--- src/rtl/entropy_collector_if.sv ---
// Word handshake (data/valid/ack) between entropy source, collector and mixer.
// The master drives data and valid; the slave answers with ack.
interface entropy_collector_if;
  logic [31:0] data;
  logic        valid;
  logic        ack;

  modport master (output data, output valid, input ack);
  modport slave  (input data, input valid, output ack);
endinterface

--- src/rtl/entropy_collector.sv ---
// Entropy collector: accepts words from an entropy source (at most one every
// three cycles) into a small FIFO that feeds the mixer.
// Optional feature macro: STUCK_CHECK_EN enables the repetition (stuck source)
// check that discards the REP_LIMIT-th identical word and raises a sticky
// security_error.
module entropy_collector #(
  parameter int unsigned DEPTH     = 8,
  parameter int unsigned REP_LIMIT = 4
) (
  input  logic                  clk,
  input  logic                  reset,
  input  logic                  enable,
  input  logic                  entropy_enabled,
  entropy_collector_if.slave    entropy,
  entropy_collector_if.master   collected,
  output logic [4:0]            fill_level,
  output logic                  security_error
);

  localparam int unsigned AW = (DEPTH > 1) ? $clog2(DEPTH) : 1;
  localparam int unsigned FW = 5;

  // Parameter sanity at elaboration time
  if (DEPTH < 2 || DEPTH > 16 || (DEPTH & (DEPTH - 1)) != 0) begin : g_bad_depth
    $error("entropy_collector: DEPTH must be a power of two in 2..16");
  end
  if (REP_LIMIT < 1) begin : g_bad_rep_limit
    $error("entropy_collector: REP_LIMIT must be at least 1");
  end

  typedef enum logic [1:0] {IDLE, ACK, COOL} state_t;

  state_t          state_q, state_d;
  logic [31:0]     word_q;
  logic [31:0]     mem [DEPTH];
  logic [AW-1:0]   wr_ptr_q, rd_ptr_q;
  logic [FW-1:0]   fill_q;
  logic            accept_c;
  logic            push_c;
  logic            pop_c;
  logic            discard_c;

`ifdef STUCK_CHECK_EN
  localparam int unsigned CW = $clog2(REP_LIMIT + 1);

  logic [31:0]   prev_q;
  logic [CW-1:0] rep_cnt_q;
  logic [CW-1:0] rep_cnt_next_c;
  logic          sec_err_q;

  // Run length of the word currently in ACK; the limit-th repeat is dropped
  always_comb begin
    rep_cnt_next_c = CW'(1);
    if (rep_cnt_q != '0 && word_q == prev_q) begin
      rep_cnt_next_c = rep_cnt_q + CW'(1);
    end
    discard_c = (rep_cnt_next_c == CW'(REP_LIMIT));
  end

  // Repetition history and sticky error; cleared by reset or enable low
  always_ff @(posedge clk or posedge reset) begin
    if (reset) begin
      prev_q    <= '0;
      rep_cnt_q <= '0;
      sec_err_q <= 1'b0;
    end else if (!enable) begin
      prev_q    <= '0;
      rep_cnt_q <= '0;
      sec_err_q <= 1'b0;
    end else if (state_q == ACK) begin
      prev_q    <= word_q;
      rep_cnt_q <= rep_cnt_next_c;
      if (discard_c) begin
        sec_err_q <= 1'b1;
      end
    end
  end

  assign security_error = sec_err_q;
`else
  assign discard_c      = 1'b0;
  assign security_error = 1'b0;
`endif

  assign accept_c = (state_q == IDLE) && enable && entropy_enabled && entropy.valid &&
                    (fill_q < FW'(DEPTH)) && !security_error;
  assign push_c   = (state_q == ACK) && enable && !discard_c;
  assign pop_c    = collected.valid && collected.ack;

  assign entropy.ack     = (state_q == ACK);
  assign collected.valid = (fill_q != '0);
  assign collected.data  = collected.valid ? mem[rd_ptr_q] : 32'h0;
  assign fill_level      = fill_q;

  // Input FSM state register
  always_ff @(posedge clk or posedge reset) begin
    if (reset) begin
      state_q <= IDLE;
    end else begin
      state_q <= state_d;
    end
  end

  // Input FSM next state: accept, one ACK cycle, one cool-down cycle
  always_comb begin
    state_d = state_q;
    if (!enable) begin
      state_d = IDLE;
    end else begin
      case (state_q)
        IDLE:    if (accept_c) state_d = ACK;
        ACK:     state_d = COOL;
        COOL:    state_d = IDLE;
        default: state_d = IDLE;
      endcase
    end
  end

  // Capture the source word on the accepting edge
  always_ff @(posedge clk or posedge reset) begin
    if (reset) begin
      word_q <= '0;
    end else if (accept_c) begin
      word_q <= entropy.data;
    end
  end

  // FIFO storage; contents are only visible through valid pointers
  always_ff @(posedge clk) begin
    if (push_c) begin
      mem[wr_ptr_q] <= word_q;
    end
  end

  // FIFO pointers and occupancy; enable low flushes
  always_ff @(posedge clk or posedge reset) begin
    if (reset) begin
      wr_ptr_q <= '0;
      rd_ptr_q <= '0;
      fill_q   <= '0;
    end else if (!enable) begin
      wr_ptr_q <= '0;
      rd_ptr_q <= '0;
      fill_q   <= '0;
    end else begin
      if (push_c) begin
        wr_ptr_q <= wr_ptr_q + AW'(1);
      end
      if (pop_c) begin
        rd_ptr_q <= rd_ptr_q + AW'(1);
      end
      case ({push_c, pop_c})
        2'b10:   fill_q <= fill_q + FW'(1);
        2'b01:   fill_q <= fill_q - FW'(1);
        default: fill_q <= fill_q;
      endcase
    end
  end

endmodule

--- src/flat_wrapper.sv ---
// flat-port wrapper written by rule: the top's interface ports become plain ports
module entropy_collector_flat 
#(
  parameter int unsigned DEPTH     = 8,
  parameter int unsigned REP_LIMIT = 4
)
  (clk, reset, enable, entropy_enabled, fill_level, security_error, entropy_data, entropy_valid, entropy_ack, collected_data, collected_valid, collected_ack);
  entropy_collector_if entropy_i ();
  entropy_collector_if collected_i ();
  input  logic clk;
  input  logic reset;
  input  logic enable;
  input  logic entropy_enabled;
  output logic [4:0] fill_level;
  output logic security_error;
  input wire logic [$bits(entropy_i.data)-1:0] entropy_data;
  input wire logic [$bits(entropy_i.valid)-1:0] entropy_valid;
  output wire logic [$bits(entropy_i.ack)-1:0] entropy_ack;
  output wire logic [$bits(collected_i.data)-1:0] collected_data;
  output wire logic [$bits(collected_i.valid)-1:0] collected_valid;
  input wire logic [$bits(collected_i.ack)-1:0] collected_ack;
  assign entropy_i.data = entropy_data;
  assign entropy_i.valid = entropy_valid;
  assign entropy_ack = entropy_i.ack;
  assign collected_data = collected_i.data;
  assign collected_valid = collected_i.valid;
  assign collected_i.ack = collected_ack;
  entropy_collector #(.DEPTH(DEPTH), .REP_LIMIT(REP_LIMIT)) u_core (.clk(clk), .reset(reset), .enable(enable), .entropy_enabled(entropy_enabled), .entropy(entropy_i), .collected(collected_i), .fill_level(fill_level), .security_error(security_error));
endmodule
--- config.mk ---
export PLATFORM = sky130hd
export DESIGN_NAME = entropy_collector_flat
export DESIGN_NICKNAME = d
export VERILOG_FILES = /design/src/rtl/entropy_collector_if.sv /design/src/rtl/entropy_collector.sv /design/src/flat_wrapper.sv
export SDC_FILE = /design/constraint.sdc
export NUM_CORES = 1
export LEC_CHECK = 0
export BUFFER_PORTS_ARGS = -buffer_cell sky130_fd_sc_hd__buf_2
export CAP_MARGIN = 20
export CORE_AREA = 3 3 166 127
export CTS_CLUSTER_DIAMETER = 120
export CTS_CLUSTER_SIZE = 24
export DETAILED_ROUTE_END_ITERATION = 16
export DIE_AREA = 0 0 169 130
export PLACE_DENSITY = 0.78
export SLEW_MARGIN = 10
export SYNTH_ARGS = -nofsm -noshare
export SYNTH_HDL_FRONTEND = slang
export SYNTH_SLANG_ARGS = --single-unit
--- constraint.sdc ---
create_clock -name clk -period 5 [get_ports clk]
set_clock_uncertainty 0.2 [all_clocks]
set_input_delay 0.25 -clock clk [delete_from_list [all_inputs] [get_ports clk]]
set_output_delay 0.25 -clock clk [all_outputs]
set_load 0.1 [all_outputs]
==> flow_metrics.env <==
export IMPL_wire_length_of_the_first_global_routing_pass_microns=34600
export IMPL_rsz0062_at_grt="false"
export IMPL_fin_crit_ps=3520
export IMPL_cts_max_path_buffers=3
export IMPL_result_of_the_run="completed"
export IMPL_globalRoute_totalOverflow=0
export IMPL_crit_path_start_kind="flip-flop"
export IMPL_cts_repair_resize_count=0
export IMPL_total_power_mw=7.59
export IMPL_combPwrFrac=0.343
export IMPL_layout_setup_ws_ps=1480
export IMPL_num_fill_cells=1204
export IMPL_timing_critical_path_arrival_ps=3070
export IMPL_area_growth_synth_to_final_pct=13.6
export IMPL_netlist_area_sq_um=11700
export IMPL_crit_path_max_fanout=42
export IMPL_pre_antenna_drt_iters=5
export IMPL_holdBufCountCts=33
export IMPL_drive_above_1_share=0.330
export IMPL_vdd_drop_max_mv=0.697
export IMPL_syn_nets=605
export IMPL_routed_via_count=5642
export IMPL_die_area_sq_um=22000
export IMPL_fp_coreArea_sq_um=19400
export IMPL_number_of_antenna_violations_at_the_first_check_in_global_routing=0
export IMPL_pwr_share_seq=0.474
export IMPL_synth_area_leaders="edfxtp_1 66%, mux4_2 12%, dfrtp_1 9.6%, mux2i_1 3.2%, mux2_2 3.1%"
export IMPL_p_sw_mw=3.16
export IMPL_ant_nets=0
export IMPL_die_h_microns=130
export IMPL_power_density_cell_area_nw_per_um2=572
export IMPL_dp_slack_ps=1860
export IMPL_layout_cells_most_common_list="256 x edfxtp_1, 76 x buf_2, 64 x mux4_2, 43 x nor2_1, 42 x dfrtp_1"
export IMPL_leading_area_contributor_after_synthesis="edfxtp_1"
export IMPL_pin_count=78
export IMPL_place_hpwl_microns=12200
export IMPL_fin_worst_hold_slack_ps=3.02
export IMPL_required_ps=4550
export IMPL_final_cycle_utilization_of_the_critical_path=0.703
export IMPL_syn_mean_instance_area_sq_um=20.8
export IMPL_p_leak_nw=4.48
export IMPL_design_area_sq_um=13300
export IMPL_slew_limit_headroom=0.362
export IMPL_max_freq_mhz=284
export IMPL_synth_yosys_warnings=0
export IMPL_cts_inserted_buffers=16
export IMPL_timing_setup_tns_ps=0
export IMPL_num_rows=44
export IMPL_max_cap_violations=0
export IMPL_detailedRoute_firstIterationViolations=489
export IMPL_number_of_global_route_vias_before_repair=5893
export IMPL_final_nets=719
export IMPL_clkSlewWorstSetupHoldPaths_ps=100
export IMPL_worst_skew_pair_late_latency_ps=490
export IMPL_grt_usage=0.207
export IMPL_internal_power_mw=4.44
export IMPL_yosysTopAreaCellShare=0.658
export IMPL_most_frequent_standard_cell_in_the_layout_excluding_fill_and_tap_cells="edfxtp_1"
export IMPL_route_detailed_wl_per_inst_microns=23.5
export IMPL_drt_drc_violations_left=0
export IMPL_cts_repair_timing_setup_buffer_count=0
export IMPL_routed_wirelength_microns=22100
export IMPL_tritoncts_num_sinks=301
export IMPL_h_tree_lvls=1
export IMPL_number_of_unique_standard_cell_types_used_by_synthesis=37
export IMPL_endpoint_kind="output port"
export IMPL_switching_share=0.416
export IMPL_initial_standard_cell_utilization_of_the_core=0.601
export IMPL_detail_route_vias_per_cell=6.00
export IMPL_maxSlewViolCount=0
export IMPL_maximum_number_of_pins_on_one_net_before_global_route_repair=48
export IMPL_setup_violations_final=0
export IMPL_holdCritPathClass="in2reg"
export IMPL_worst_setup_path_type="reg2out"
export IMPL_numPortBuffers=76
export IMPL_clock_power_share=0.183
export IMPL_synthesis_instances=563
export IMPL_worst_slew_pin_slew_ps=955
export IMPL_gp_congestion=0.753
export IMPL_die_width_microns=169
export IMPL_tritoncts="built"
export IMPL_detailed_place_area_sq_um=12400
export IMPL_ys_ff_latch=301
export IMPL_synth_seq_area_share=0.754
export IMPL_cts_root_buffer="clkbuf_16"
export IMPL_antenna_cells=0
export IMPL_hold_viol=0
[area by class of cell]
class / count / area, sq um / area share
inverters: 6 / 22.5 / 0.00170
repair buffers: 124 / 848 / 0.0639
flip-flops and latches: 301 / 8820 / 0.665
multi-input cells: 228 / 2790 / 0.210
clock inverters: 1 / 16.3 / 0.00123
clock buffers: 27 / 463 / 0.0349
well taps: 253 / 317 / 0.0239
[flip-flops by register name, summed over array words and instances (netlist names)]
name and flops:
u_core.fill_level 5, u_core.rd_ptr_q 3, u_core.word_q 32, u_core.wr_ptr_q 3
u_core.mem 256, u_core.state_q 2
[power by group through the flow]
stage	registers [mW]	clock network [mW]	logic, mW
2_1_floorplan	3.56	0	2.14
3_3_place_gp	3.61	0	2.56
3_5_place_dp	3.66	0	2.59
4_1_cts	3.60	1.41	2.61
5_1_grt	3.65	1.50	2.72
6_report	3.60	1.39	2.61
[per-layer routing]
| layer | vias up | part of all wire | track usage |
|---|---|---|---|
| met1 | 2982 | 0.43 | 0.295 |
| met2 | 163 | 0.50 | 0.350 |
| met5 | - | 0 | 0 |
| met3 | 28 | 0.049 | 0.0357 |
| met4 | 0 | 0.016 | 0.0434 |
| li1 | 2469 | - | - |
[cells in the mapped netlist]
| master | instances |
|---|---|
| a211o_1 | 1 |
| a21oi_1 | 3 |
| a22oi_1 | 1 |
| a31o_2 | 1 |
| a31oi_1 | 3 |
| buf_1 | 3 |
| buf_2 | 9 |
| buf_4 | 1 |
| clkbuf_1 | 15 |
| conb_1 | 1 |
| dfrtp_1 | 45 |
| edfxtp_1 | 256 |
| ha_1 | 4 |
| inv_1 | 6 |
| mux2_2 | 32 |
| mux2i_1 | 37 |
| mux4_2 | 64 |
| nand2_1 | 4 |
| nand2b_1 | 2 |
| nand3_1 | 2 |
| nand3b_1 | 1 |
| nor2_1 | 47 |
| nor2b_1 | 1 |
| nor3_1 | 4 |
| nor4_1 | 1 |
| o211ai_4 | 1 |
| o21ai_0 | 2 |
| o21ai_4 | 1 |
| or2_2 | 2 |
| or3_1 | 2 |
| or3_2 | 1 |
| or3_4 | 1 |
| or4_1 | 1 |
| or4b_1 | 1 |
| xnor2_1 | 2 |
| xor2_1 | 4 |
| xor2_4 | 1 |
[final timing paths]
check	to	cells past startpoint	from	slack, ps
max in group asynchronous	u_core.rd_ptr_q[0]	4	reset	3780
hold reg to reg	u_core.fill_level[4]	2	u_core.fill_level[4]	400
min in group asynchronous	u_core.word_q[21]	4	reset	250
hold / removal	u_core.wr_ptr_q[0]	3	enable	3
setup reg to reg	u_core.fill_level[4]	9	u_core.fill_level[0]	2120
setup / recovery	collected_data[1]	5	u_core.rd_ptr_q[0]	1480
[worst max-delay path: stages, from the launching register on]
cell,delay [ps]
dfrtp_4,1010
buf_4,390
mux4_2,540
mux2i_1,170
nor2_1,100
buf_2,360
[stage by stage]
stage | util | instances
after floorplan | - | 563
after global placement | 0.639 | 876
after CTS | 0.680 | 937
final | 0.683 | 940
after global routing | 0.683 | 940
after detailed placement | 0.639 | 876
[cells by family after synthesis]
family	count (synthesis)	share of synthesized area
DFF	301	0.754
muxes	133	0.186
and+or+nand+nor	70	0.0270
buffers and inverters	34	0.0122
AOI/OAI and AO/OA	13	0.00910
xor gates and xnor gates	7	0.00685
adders and majority gates	4	0.00428
other	1	0.000321
Note: power is estimated with default switching activity, not from simulation.
